`config.mk`:
```
export PLATFORM = sky130hd
export DESIGN_NAME = datapath_ctrl
export DESIGN_NICKNAME = d
export VERILOG_FILES = /design/src/rtl/datapath_ctrl_pkg.sv /design/src/rtl/datapath_ctrl_rep_counter.sv /design/src/rtl/datapath_ctrl.sv
export SDC_FILE = /design/constraint.sdc
export NUM_CORES = 1
export LEC_CHECK = 0
export BUFFER_PORTS_ARGS = -buffer_cell sky130_fd_sc_hd__buf_2
export CORE_ASPECT_RATIO = 0.8
export CORE_MARGIN = 4
export CORE_UTILIZATION = 42
export CTS_CLUSTER_SIZE = 28
export DETAILED_ROUTE_END_ITERATION = 10
export PLACE_DENSITY = 0.73
export SLEW_MARGIN = 5
export SYNTH_ARGS = -nofsm -noshare
export SYNTH_HDL_FRONTEND = slang
export SYNTH_SLANG_ARGS = --single-unit
```
`constraint.sdc`:
```
create_clock -name clock -period 1.8 [get_ports clock]
set_input_delay 0.09 -clock clock [delete_from_list [all_inputs] [get_ports clock]]
set_output_delay 0.09 -clock clock [all_outputs]
set_load 0.1 [all_outputs]
```
`src/rtl/datapath_ctrl_pkg.sv`:
```
// datapath_ctrl_pkg
// Shared definitions for the datapath sequencing controller:
//   - FSM state encoding (IDLE, LOAD, FETCH, EXEC, STORE, DONE)
//   - bit positions inside the 4-bit clock-enable word {Q, R2, R1, R0}
//   - 4:1 operand mux select codes
//   - ce_bit(): one-hot clock-enable helper
package datapath_ctrl_pkg;

  localparam int ST_W = 3;
  typedef logic [ST_W-1:0] state_t;

  localparam state_t ST_IDLE  = 3'd0;
  localparam state_t ST_LOAD  = 3'd1;
  localparam state_t ST_FETCH = 3'd2;
  localparam state_t ST_EXEC  = 3'd3;
  localparam state_t ST_STORE = 3'd4;
  localparam state_t ST_DONE  = 3'd5;

  localparam int CE_R0 = 0;
  localparam int CE_R1 = 1;
  localparam int CE_R2 = 2;
  localparam int CE_Q  = 3;

  localparam logic [1:0] SEL_R0   = 2'b00;
  localparam logic [1:0] SEL_R1   = 2'b01;
  localparam logic [1:0] SEL_R2   = 2'b10;
  localparam logic [1:0] SEL_ZERO = 2'b11;

  function automatic logic [3:0] ce_bit(input int idx);
    return 4'b0001 << idx;
  endfunction

endpackage

```
`src/rtl/datapath_ctrl_rep_counter.sv`:
```
// rep_counter
// Loadable down-counter holding the number of remaining EXEC cycles.
// Ports:
//   i_clock     rising-edge clock
//   i_clear     synchronous active-high clear (count -> 0)
//   i_load      load i_load_val (has priority over i_dec)
//   i_load_val  value to load
//   i_dec       decrement by one; saturates at zero so it can never wrap
//   o_zero      count == 0
//   o_is_one    count == 1
module rep_counter #(
  parameter int unsigned CNT_W = 4
) (
  input  logic             i_clock,
  input  logic             i_clear,
  input  logic             i_load,
  input  logic [CNT_W-1:0] i_load_val,
  input  logic             i_dec,
  output logic             o_zero,
  output logic             o_is_one
);

  logic [CNT_W-1:0] r_count;

  always_ff @(posedge i_clock) begin
    if (i_clear) begin
      r_count <= '0;
    end else if (i_load) begin
      r_count <= i_load_val;
    end else if (i_dec && (r_count != '0)) begin
      r_count <= r_count - CNT_W'(1);
    end
  end

  assign o_zero   = (r_count == '0);
  assign o_is_one = (r_count == CNT_W'(1));

endmodule

```
`src/rtl/datapath_ctrl.sv`:
```
// datapath_ctrl
// Start/busy/done sequencer for the three-register/accumulator datapath:
// load R0/R1 from w, move R0 into Q, apply op with R1 'count' times, write Q
// into R2. Moore outputs decoded from the registered state and latched op.
//
// State table:
//   state | meaning
//   IDLE  | waiting for start; all outputs 0
//   LOAD  | R0, R1 capture w (ce=0011)
//   FETCH | Q <= R0 via ALU pass-B (ce=1000)
//   EXEC  | Q <= Q op R1, once per remaining count (ce=1000)
//   STORE | R2 <= qout (M2=1, ce=0100)
//   DONE  | one-cycle done pulse
//
// Ports:
//   clock, clear         rising-edge clock, synchronous active-high reset
//   start                begin a sequence (IDLE only)
//   op, cin_op, count    ALU select / carry-in / repeat count, latched at start
//   abort                only with DATAPATH_CTRL_ABORT_EN: return to IDLE silently
//   M0, M1, M2           register input mux selects (0 = w, 1 = qout)
//   ce                   clock enables {Q, R2, R1, R0}
//   sel                  operand mux select
//   s, Cin               ALU select and carry-in
//   busy, done           handshake
// Optional feature macro: DATAPATH_CTRL_ABORT_EN
module datapath_ctrl
  import datapath_ctrl_pkg::*;
#(
  parameter logic [2:0]  S_LOADB = 3'b111,
  parameter int unsigned CNT_W   = 4
) (
  input  logic             clock,
  input  logic             clear,
  input  logic             start,
  input  logic [2:0]       op,
  input  logic             cin_op,
  input  logic [CNT_W-1:0] count,
`ifdef DATAPATH_CTRL_ABORT_EN
  input  logic             abort,
`endif
  output logic             M0,
  output logic             M1,
  output logic             M2,
  output logic [3:0]       ce,
  output logic [1:0]       sel,
  output logic [2:0]       s,
  output logic             Cin,
  output logic             busy,
  output logic             done
);

  state_t     r_state;
  state_t     w_state_nxt;
  logic [2:0] r_op;
  logic       r_cin_op;
  logic       w_cnt_load;
  logic       w_cnt_dec;
  logic       w_cnt_zero;
  logic       w_cnt_is_one;

  rep_counter #(.CNT_W(CNT_W)) u_rep_counter (
    .i_clock    (clock),
    .i_clear    (clear),
    .i_load     (w_cnt_load),
    .i_load_val (count),
    .i_dec      (w_cnt_dec),
    .o_zero     (w_cnt_zero),
    .o_is_one   (w_cnt_is_one)
  );

  always_comb begin
    w_state_nxt = r_state;
    w_cnt_load  = 1'b0;
    w_cnt_dec   = 1'b0;
    case (r_state)
      ST_IDLE: begin
        if (start) begin
          w_state_nxt = ST_LOAD;
          w_cnt_load  = 1'b1;
        end
      end
      ST_LOAD:  w_state_nxt = ST_FETCH;
      ST_FETCH: w_state_nxt = w_cnt_zero ? ST_STORE : ST_EXEC;
      ST_EXEC: begin
        w_cnt_dec = 1'b1;
        // Zero is unreachable here; treating it like one keeps EXEC from hanging.
        if (w_cnt_is_one || w_cnt_zero) begin
          w_state_nxt = ST_STORE;
        end
      end
      ST_STORE: w_state_nxt = ST_DONE;
      ST_DONE:  w_state_nxt = ST_IDLE;
      default:  w_state_nxt = ST_IDLE;
    endcase
`ifdef DATAPATH_CTRL_ABORT_EN
    if (abort && (r_state != ST_IDLE)) begin
      w_state_nxt = ST_IDLE;
      w_cnt_dec   = 1'b0;
    end
`endif
  end

  always_ff @(posedge clock) begin
    if (clear) begin
      r_state  <= ST_IDLE;
      r_op     <= 3'b000;
      r_cin_op <= 1'b0;
    end else begin
      r_state <= w_state_nxt;
      if (w_cnt_load) begin
        r_op     <= op;
        r_cin_op <= cin_op;
      end
    end
  end

  always_comb begin
    M0   = 1'b0;
    M1   = 1'b0;
    M2   = 1'b0;
    ce   = 4'b0000;
    sel  = SEL_R0;
    s    = 3'b000;
    Cin  = 1'b0;
    busy = 1'b0;
    done = 1'b0;
    case (r_state)
      ST_LOAD: begin
        busy = 1'b1;
        ce   = ce_bit(CE_R0) | ce_bit(CE_R1);
      end
      ST_FETCH: begin
        busy = 1'b1;
        sel  = SEL_R0;
        s    = S_LOADB;
        ce   = ce_bit(CE_Q);
      end
      ST_EXEC: begin
        busy = 1'b1;
        sel  = SEL_R1;
        s    = r_op;
        Cin  = r_cin_op;
        ce   = ce_bit(CE_Q);
      end
      ST_STORE: begin
        busy = 1'b1;
        M2   = 1'b1;
        ce   = ce_bit(CE_R2);
      end
      ST_DONE: begin
        busy = 1'b1;
        done = 1'b1;
      end
      default: ;
    endcase
  end

endmodule

```
==> summary.txt <==
Outcome
  • Outcome: completed

Clocking
  • CTS Hold Bufs: 0
  • Longest Clk Path Bufs: 2
  • Setup Fix Bufs, Post-CTS: 0
  • Clock slew at reported path FFs: about 0.070 ns
  • Clk root buf: clkbuf_4
  • Worst-Skew Late Latency: between 0.2 and 0.3 ns
  • Sink Count: 11
  • CTS Buf Count: 3
  • CTS tree: built
  • H-tree Lvls: 1

Critical path
  • Required time worst endpoint: around 2 ns
  • Crit path kind: flop to flop
  • Data arrival, critical path: around 1.9 ns
  • CP Max Fanout: 5
  • Worst Setup End Kind: flop
  • Worst setup SP type: flop

Timing
  • Pins over their slew limit: 0
  • Final Skew: ~0.0041 ns
  • Relative slew slack: a little over three fifths
  • Final setup vio count: 0
  • Worst-margin pin slew: approximately 0.56 ns
  • Fin crit period: about 1.7 ns
  • Post-route clock period utilization: ~95%
  • Final hold viol count: 0
  • Hold Slack: about 0.055 ns
  • Achievable Freq: roughly 0.6 GHz
  • Setup TNS after final layout: 0 ns

Yosys
  • Fraction of registers with async set/reset: 0%
  • Cells after Synth: 90
  • Most common cell in the netlist: a21oi_1
  • Top_reg_cell synth: dfxtp_1
  • EDFF count, synth: 0
  • Synth cell count leaders: 12 x a21oi_1, 11 x dfxtp_1, 10 x nand2_1
  • Post-synth top area share: between 30% and 40%
  • Syn Area/Cell: 7.70 µm²
  • Yosys reg bits: 11
  • Sequential share of the synthesized area: a little under a third
  • Ys Warns: 0
  • Post-synth top area cell: dfxtp_1
  • Syn Std Cell Area: between 600 and 700 µm²
  • Post-synth cell types: 34
  • Synth top area cells: dfxtp_1 32%, a21oi_1 8.7%, buf_4 6.5%, nand2_1 5.4%, inv_1 4.9%

Layout
  • Area Overhead vs Synth: 25.8%
  • Final non-filler cell total: about 130
  • # fillers: ~160
  • Share of cells above drive strength 1: between 30% and 40%
  • Diodes inserted: 0
  • Final Util: between 50 and 60%
  • NumNets Final: 126

Drt
  • Detailed Route Iter0 Violations: 23
  • DRT Pass-1 Iters: 4
  • Post-DR wirelength/cell: between 10 and 15 µm
  • DRT antenna net count: 0
  • Via Count: between 700 and 800
  • Vias per inst: 5.36
  • Detailed Route WL: about 1.7 mm
  • Remaining DRCs: 0

GRT
  • Largest net degree at the start of global routing: 15
  • Overflow after GRT: 0
  • Initial antenna violation count: 0
  • First-pass GRT wire length: 2.79 mm
  • Number of global-route vias before repair: ~620
  • All-Layer GR Usage: between 10% and 20%

Floorplanning
  • Chip height: roughly 44 µm
  • Ports: 26
  • DIE WIDTH: 53.4 µm
  • DIE AREA: 2370 µm²
  • Core footprint: between 1000 and 1500 µm²
  • Initial core utilization: a little under half
  • Row cnt: 12

Placed design
  • Post-DP HPWL: 1.28 mm
  • # port buffers: 22
  • Placer congestion estimate: between 0.8 and 0.9
  • Placed Cells: ~130

Power
  • P_leak: a little under 0.4 nW
  • PwrDens: between 1000 and 1500 nW/µm²
  • Max VDD drop: 0.602 mV

Run
  • MaxCap Viol Count: 0

Worst hold path
  • Min-Delay Path Class: primary input to flop
[sequential cells by signal (all words and copies together), names as in the netlist]
| register | cells |
|---|---|
| u_rep_counter.r_count | 4 |
| r_state | 3 |
| r_cin_op | 1 |
| r_op | 3 |
[cell usage in the layout, fill, tap and decap left out, drive strengths merged]
cell type  synthesis  final
buf                8     27
a21oi             12     12
dfxtp             11     11
nand2             10     10
inv                9      8
clkbuf             3      4
nor2               3      3
nor3               3      3
o21ai              3      3
conb               1      3
clkinvlp           0      2
or4b               2      2
a31oi              2      2
nor4               2      2
ha                 2      2
nand3b             1      1
nand2b             1      1
and3b              1      1
nor3b              1      1
and2               1      1
or4                1      1
or3b               1      1
o41ai              1      1
nor4b              1      1
nand4b             1      1
a21o               1      1
a311oi             1      1
a32o               1      1
a211o              1      1
a32oi              1      1
o31ai              1      1
o2111a             1      1
a211oi             1      1
[worst max-delay path, cell delays in order, from the launching register on]
cell,delay [ns]
dfxtp_1,0.33
inv_1,0.14
ha_4,0.17
or3b_1,0.36
or4b_1,0.47
a31oi_1,0.17
[through the flow]
step,worst slack (ns),power [mW],cell area (µm²)
6_report,0.0889,1.07,872
5_1_grt,-0.0226,1.13,872
4_1_cts,0.0296,1.06,853
3_5_place_dp,0.0503,0.891,827
3_3_place_gp,0.132,0.879,827
2_1_floorplan,-0.506,0.797,719
[layout make-up]
class	instances	area [µm²]	share of cell area, %
tap	21	26.3	3.01
inverter	10	45.0	5.16
multi-input combinational	60	404	46.3
clock buffer	4	26.3	3.01
sequential	11	220	25.3
timing repair buffer	27	150	17.2
[layer usage]
layer	wire (µm)	track usage, %	up-vias
met3	169	7.07	3
met4	12	4.59	0
met5	0	0	-
met1	701	20.6	321
met2	795	24.4	35
li1	-	-	354
[worst paths after layout]
check	from	endpoint	slack, ns	depth (start not counted)
setup reg to reg	u_rep_counter.r_count[0]$_SDFFE_PP0P_	r_state[2]$_SDFFE_PP0P_	0.09	5
hold reg to reg	r_cin_op$_SDFFE_PP0P_	r_cin_op$_SDFFE_PP0P_	0.45	2
hold / removal	op[2]	r_op[2]$_SDFFE_PP0P_	0.05	3
setup / recovery	u_rep_counter.r_count[0]$_SDFFE_PP0P_	r_state[2]$_SDFFE_PP0P_	0.09	5
[report_power, final]
group | leakage, nW | internal, mW | switching (mW) | total (mW)
Clock | 0.0150 | 0.0859 | 0.0840 | 0.170
Sequential | 0.0904 | 0.276 | 0.0266 | 0.303
Combinational | 0.285 | 0.145 | 0.448 | 0.594
[logic make-up after synthesis]
kind of cell	after synthesis	synth area share (%)
flip-flops	11	31.8
buffers and inverters	21	15.0
adder cells (fa/ha/maj)	2	3.61
AO/OA/AOI/OAI	26	24.2
other	1	0.541
AND/OR/NAND/NOR	29	24.9
[timing repair]
item	4_1_cts	5_1_grt
endpoints found under the hold margin	0	0
setup endpoints to repair	0	3
resized for setup	0	5
Note: power is estimated with default switching activity, not from simulation.
